File: config.mk
export PLATFORM = sky130hd
export DESIGN_NAME = mdu_seq
export DESIGN_NICKNAME = d
export VERILOG_FILES = /design/src/rtl/mdu_seq.sv
export SDC_FILE = /design/constraint.sdc
export NUM_CORES = 2
export LEC_CHECK = 0
export BUFFER_PORTS_ARGS = -buffer_cell sky130_fd_sc_hd__buf_4
export CAP_MARGIN = 30
export CORE_MARGIN = 2
export CORE_UTILIZATION = 28
export CTS_BUF_LIST = sky130_fd_sc_hd__clkbuf_2
export DETAILED_ROUTE_END_ITERATION = 16
export GPL_ROUTABILITY_DRIVEN = 0
export HOLD_SLACK_MARGIN = 0.12
export PLACE_DENSITY_LB_ADDON = 0.3
export SYNTH_ARGS = -nofsm -noshare
export SYNTH_HDL_FRONTEND = slang
export SYNTH_SLANG_ARGS = --single-unit
File: constraint.sdc
create_clock -name clk -period 5.8 [get_ports clk]
set_input_delay 1.74 -clock clk [delete_from_list [all_inputs] [get_ports clk]]
set_output_delay 1.74 -clock clk [all_outputs]
set_load 0.03 [all_outputs]
File: src/rtl/mdu_seq.sv
// Iterative multiply/divide sequencer: shift-add multiplier and restoring divider
// sharing one set of registers, one result bit per cycle over WIDTH cycles.
module mdu_seq #(
    parameter int unsigned WIDTH = 64
) (
    input  logic             clk,
    input  logic             reset,
    input  logic             valid,
    input  logic [2:0]       op,
    input  logic [WIDTH-1:0] a,
    input  logic [WIDTH-1:0] b,
    input  logic             flush,
    output logic             ready,
    output logic             busy,
    output logic             done,
    output logic [WIDTH-1:0] result
);

    localparam int unsigned CNT_W = (WIDTH > 1) ? $clog2(WIDTH) : 1;
    localparam logic [CNT_W-1:0] CNT_LAST = CNT_W'(WIDTH - 1);

    localparam logic [2:0] OP_MUL  = 3'b000;
    localparam logic [2:0] OP_DIV  = 3'b001;
    localparam logic [2:0] OP_DIVU = 3'b010;
    localparam logic [2:0] OP_REM  = 3'b011;
    localparam logic [2:0] OP_REMU = 3'b100;

    typedef enum logic [1:0] {
        S_IDLE = 2'd0,
        S_RUN  = 2'd1,
        S_DONE = 2'd2
    } state_t;

    state_t           state, state_d;
    logic [CNT_W-1:0] cnt, cnt_d;
    logic [2:0]       op_q, op_d;
    // acc: product / partial remainder; x: multiplicand / divisor; y: multiplier / quotient
    logic [WIDTH-1:0] acc, acc_d;
    logic [WIDTH-1:0] x, x_d;
    logic [WIDTH-1:0] y, y_d;
    logic             neg_q, neg_q_d;
    logic             neg_r, neg_r_d;
    logic             busy_d, done_d;
    logic [WIDTH-1:0] result_d;

    logic             accept;
    logic             is_signed;
    logic             is_div;
    logic             is_rem;
    logic [WIDTH-1:0] abs_a, abs_b;
    logic [WIDTH-1:0] mul_acc;
    logic [WIDTH:0]   div_r;
    logic             div_ge;
    logic [WIDTH-1:0] div_sub;
    logic [WIDTH-1:0] quo_nxt, rem_nxt;
    logic [WIDTH-1:0] final_res;

    assign ready = (state == S_IDLE) || (state == S_DONE);

    // Operand decode for a new request
    always_comb begin
        accept    = valid && ready && !flush;
        is_signed = (op == OP_DIV) || (op == OP_REM);
        is_div    = (op == OP_DIV) || (op == OP_DIVU) || (op == OP_REM) || (op == OP_REMU);
        is_rem    = (op == OP_REM) || (op == OP_REMU);
        abs_a     = (is_signed && a[WIDTH-1]) ? (~a + 1'b1) : a;
        abs_b     = (is_signed && b[WIDTH-1]) ? (~b + 1'b1) : b;
    end

    // One iteration of each datapath plus final sign fix-up
    always_comb begin
        mul_acc = y[0] ? (acc + x) : acc;
        div_r   = {acc, y[WIDTH-1]};
        div_ge  = (div_r >= {1'b0, x});
        div_sub = div_r[WIDTH-1:0] - x;
        quo_nxt = {y[WIDTH-2:0], div_ge};
        rem_nxt = div_ge ? div_sub : div_r[WIDTH-1:0];
        case (op_q)
            OP_MUL:          final_res = mul_acc;
            OP_DIV, OP_DIVU: final_res = neg_q ? (~quo_nxt + 1'b1) : quo_nxt;
            OP_REM, OP_REMU: final_res = neg_r ? (~rem_nxt + 1'b1) : rem_nxt;
            default:         final_res = '0;
        endcase
    end

    // Next-state and registered-output logic
    always_comb begin
        state_d  = state;
        cnt_d    = cnt;
        op_d     = op_q;
        acc_d    = acc;
        x_d      = x;
        y_d      = y;
        neg_q_d  = neg_q;
        neg_r_d  = neg_r;
        result_d = result;
        busy_d   = 1'b0;
        done_d   = 1'b0;

        case (state)
            S_IDLE, S_DONE: begin
                state_d = S_IDLE;
                if (accept) begin
                    op_d    = op;
                    cnt_d   = '0;
                    acc_d   = '0;
                    neg_q_d = is_signed && (a[WIDTH-1] ^ b[WIDTH-1]);
                    neg_r_d = is_signed && a[WIDTH-1];
                    if (is_div) begin
                        x_d = abs_b;
                        y_d = abs_a;
                    end else begin
                        x_d = a;
                        y_d = b;
                    end
                    if (op > OP_REMU) begin
                        state_d  = S_DONE;
                        result_d = '0;
                    end else if (is_div && (b == '0)) begin
                        state_d  = S_DONE;
                        result_d = is_rem ? a : '1;
                    end else begin
                        state_d = S_RUN;
                    end
                end
            end
            S_RUN: begin
                cnt_d = cnt + 1'b1;
                if (op_q == OP_MUL) begin
                    acc_d = mul_acc;
                    x_d   = {x[WIDTH-2:0], 1'b0};
                    y_d   = {1'b0, y[WIDTH-1:1]};
                end else begin
                    acc_d = rem_nxt;
                    y_d   = quo_nxt;
                end
                if (cnt == CNT_LAST) begin
                    state_d  = S_DONE;
                    cnt_d    = '0;
                    result_d = final_res;
                end
            end
            default: state_d = S_IDLE;
        endcase

        // Flush abandons everything except the already-returned result
        if (flush) begin
            state_d  = S_IDLE;
            cnt_d    = '0;
            result_d = result;
        end

        busy_d = (state_d == S_RUN);
        done_d = (state_d == S_DONE);
    end

    always_ff @(posedge clk) begin
        if (reset) begin
            state  <= S_IDLE;
            cnt    <= '0;
            op_q   <= '0;
            acc    <= '0;
            x      <= '0;
            y      <= '0;
            neg_q  <= 1'b0;
            neg_r  <= 1'b0;
            busy   <= 1'b0;
            done   <= 1'b0;
            result <= '0;
        end else begin
            state  <= state_d;
            cnt    <= cnt_d;
            op_q   <= op_d;
            acc    <= acc_d;
            x      <= x_d;
            y      <= y_d;
            neg_q  <= neg_q_d;
            neg_r  <= neg_r_d;
            busy   <= busy_d;
            done   <= done_d;
            result <= result_d;
        end
    end

endmodule
==> results.yml <==
placement:
  place_hpwl_mm: 114
  port_buffers: 201
  dpl_cell_area_sq_mm: 0.0343
worst_setup_path:
  r2r_setup_slack_ns: 0.20
  worstSetupPathType: "reg -> reg"
  end_kind: "flip-flop"
  r2r_cells: 21
  max_stage_delay_ns: 0.65
  crit_fanout: 10
  critPathLaunchType: "flip-flop"
  arrival_ns: 6.70
  rr_startpoint: "x[40]"
  crit_chain: "inv_1, ha_1, nand4_1, nor4_1, nand4b_1, o211ai_2, o21bai_2, nand2_4, buf_4, nand2_1, o21ai_0, ha_1, nand3_1, nor3_1, a41o_1, nand2_1, or4_1, or3_1, o311a_1, nor3_1, a21oi_1"
  crit_slowest_cell: "nor4_1"
  crit_required_ns: 6.91
  r2r-end: "result[60]"
floorplan:
  core_sq_mm: 0.109
  die_x_um: 335
  fp.dieH_um: 335
  ios: 202
  start_util_pct: 28.2
  rows: 121
  die_area_sq_mm: 0.112
yosys:
  synth_flop_cell: "dfxtp_1"
  synth-seq-cells: 271
  synthCells: 4488
  yosys.area.top_type: "dfxtp_1"
  synth_top_family_by_area: "compound AO/OA/AOI/OAI gates"
  yosysWarningCount: 0
  synth_edf_count: 0
  syn_nets: 4757
  synth.area.mux_share_pct: 2.98
  synth_compound_area_share_pct: 35.3
  yosys.area_share.simple_pct: 23.0
  synth_top_area_share_pct: 17.7
  synthTopCellsByArea: "dfxtp_1, a21oi_1, nor2_1, a211oi_1, nand2_1"
  ys_seq_area_share_pct: 17.7
  synth_cell_types: 106
  yosys.area_share.adder_pct: 5.55
  syn_area_sq_mm: 0.0307
  avgSynthCellArea_sq_um: 6.84
  synth_xor_area_share_pct: 9.25
  ys_async_sr_fraction_pct: 0
grt:
  gr-total-overflow: 0
  grt_pass1_vias: 33200
  grt_pass1_wl_mm: 215
  antenna_found_initial: 6
  grtUsageTotal_pct: 24.9
  grt_max_degree: 138
pwr:
  switching_share_pct: 45.6
  p_int_mw: 3.43
  p_switching_mw: 2.87
  leakagePower_nw: 13.3
  p_seq_share_pct: 33.8
  clockPowerShare_pct: 25.3
  peakVddDrop_uv: 122
  pwr-share-comb_pct: 40.9
  power.density_mw_per_mm2: 180
cts:
  clock_path_buffers: 3
  cts.reportedPaths.clkPinSlew_ns: 0.10
  postCtsHoldBufs: 0
  numCtsBuffers: 74
  root_buffer: "clkbuf_2"
  cts_setup_buffers: 0
  htree_levels: 3
  cts_tree: "built"
  cts_sinks: 271
  clock_latency_ns: 1.22
min_path:
  hold_depth: 1
  min_to: "cnt[5]"
  hp-class: "reg -> reg"
  hp-start: "cnt[5]"
sta:
  max_freq_mhz: 179
  finalCritPeriodShare_pct: 96.5
  min_period_ns: 5.60
  hold_slack_ns: 0.508
  slew_headroom_pct: 29.8
  slew_viol_final: 0
  finalSetupViolations: 0
  fin_worst_skew_ns: 0.127
  hold_violations: 0
  worst_slew_pin_slew_ns: 1.05
detailed_routing:
  wl_mm: 147
  wl_per_cell_um: 24.2
  ant_nets: 0
  drcViolationCount: 0
  dr.first_iter.drc_count: 4309
  vias_per_cell: 6.05
  num_vias: 36700
  firstDrtPassIters: 14
status:
  status: "completed"
finish:
  fillers: 11900
  final_area_sq_mm: 0.0350
  drive_above_1_share_pct: 12.9
  final_util_pct: 32.2
  final_nets: 4865
  area_delta_synth_final_pct: 14.1
run:
  max-cap-violations: 0
area by class of cell:
cell class	instances	area, sq um	area share [%]
sequential	271	5430	15.5
clock inverter	28	203	0.579
timing repair buffer	381	3060	8.72
inverter	138	518	1.48
clock buffer	102	510	1.46
multi-input combinational	3730	23500	67.2
antenna	6	15.0	0.0429
tap	1414	1770	5.05
stage by stage:
stage	TNS [ns]	total power [mW]	std cells	setup WS [ns]
after floorplan	0	3.69	4488	0.0448
after global placement	-5.87	4.64	5933	-0.316
after detailed placement	-7.64	4.65	5934	-0.324
after CTS	0	6.23	6064	0.0813
after global routing	-0.0181	6.57	6069	-0.0181
final	0	6.31	6070	0.205
metal layers:
layer,global-route usage [%],routed length [um],vias to the layer above
li1,-,-,16900
met1,34.7,63700,17400
met2,36.7,60800,2054
met3,5.12,15400,341
met4,11.2,6900,6
met5,0,31,-
state kept, by name, summed over array words and instances, names as in the netlist:
| signal | cells |
|---|---|
| done | 1 |
| op_q | 3 |
| neg_r | 1 |
| y | 64 |
| neg_q | 1 |
| busy | 1 |
| state | 2 |
| result | 64 |
| cnt | 6 |
| acc | 64 |
| x | 64 |
how the worst max path moves through the flow:
stage / from / endpoint / slack [ns] / cells after the start
2_1_floorplan: x[11] / result[60] / 0.04 / 29
3_3_place_gp: b[20] / result[49] / -0.32 / 18
3_5_place_dp: b[52] / result[49] / -0.32 / 16
4_1_cts: x[8] / result[44] / 0.08 / 22
5_1_grt: x[8] / result[44] / -0.02 / 22
6_report: x[40] / result[60] / 0.20 / 21
synth_stat cells, types with 10 or more instances:
master and count:
a2111oi_0 10, a211oi_1 266, a21boi_0 13, a21o_1 59
a21oi_1 410, a221oi_1 19, a22o_1 14, a22oi_1 22
a311oi_1 79, a31o_2 11, a31oi_1 62, a41oi_1 16
and2_1 26, and3_1 25, buf_1 20, buf_2 39
clkbuf_1 283, dfxtp_1 271, ha_1 132, inv_1 135
mux2_2 19, mux2i_1 70, nand2_1 479, nand2b_1 21
nand3_1 64, nand4_1 62, nor2_1 541, nor2b_1 15
nor3_1 107, nor4_1 43, o2111ai_1 13, o211ai_1 39
o21a_1 20, o21ai_0 347, o21ai_1 16, o21bai_1 26
o22ai_1 17, o31ai_1 62, o41ai_1 26, or2_2 16
or3_1 51, or4_1 30, xnor2_1 185, xor2_1 139
timing repair:
item | in CTS | in global routing
endpoints found under the setup margin | 0 | 9
endpoints found under the hold margin | 0 | 0
resized for setup | 0 | 8
power by group through the flow:
stage	clock, mW	combinational (mW)	sequential, mW
after detailed placement	0	2.48	2.16
final	1.60	2.58	2.13
after global placement	0	2.48	2.16
after floorplan	0	1.59	2.10
after CTS	1.61	2.50	2.12
after global routing	1.69	2.74	2.14
critical path: cells and delay by family, from the launching register on:
family / cells / cell delay (ns)
compound gates: 6 / 0.99
fa+ha+maj: 2 / 0.72
buf+inv: 2 / 0.31
flops: 1 / 0.48
simple gates: 11 / 3.05
placed cells by master (no fill, tap or decap), types with 26 or more instances in the layout:
master | synthesis | routed
nor3_1 | 107 | 107
or3_1 | 51 | 51
mux2i_1 | 70 | 70
nand2_1 | 479 | 475
o211ai_1 | 39 | 39
dfxtp_1 | 271 | 269
clkbuf_2 | 1 | 102
a21o_1 | 59 | 59
ha_1 | 132 | 130
nor2_1 | 541 | 537
o41ai_1 | 26 | 26
buf_4 | 5 | 364
inv_1 | 135 | 135
nor4_1 | 43 | 40
or4_1 | 30 | 29
a211oi_1 | 266 | 266
a21oi_1 | 410 | 406
xnor2_1 | 185 | 185
nand3_1 | 64 | 64
nand4_1 | 62 | 62
a31oi_1 | 62 | 62
a311oi_1 | 79 | 79
xor2_1 | 139 | 138
and2_1 | 26 | 26
o21ai_0 | 347 | 346
o31ai_1 | 62 | 62
logic make-up (layout without fill, tap and decap cells):
| family | count (synthesis) | after routing |
|---|---|---|
| AOI/OAI and AO/OA | 1648 | 1648 |
| xor gates and xnor gates | 324 | 324 |
| adders and majority gates | 135 | 135 |
| buffers and inverters | 487 | 649 |
| DFF | 271 | 271 |
| muxes | 89 | 89 |
| other | 0 | 6 |
| and+or+nand+nor | 1534 | 1534 |
(Power assumes the default switching activity.)
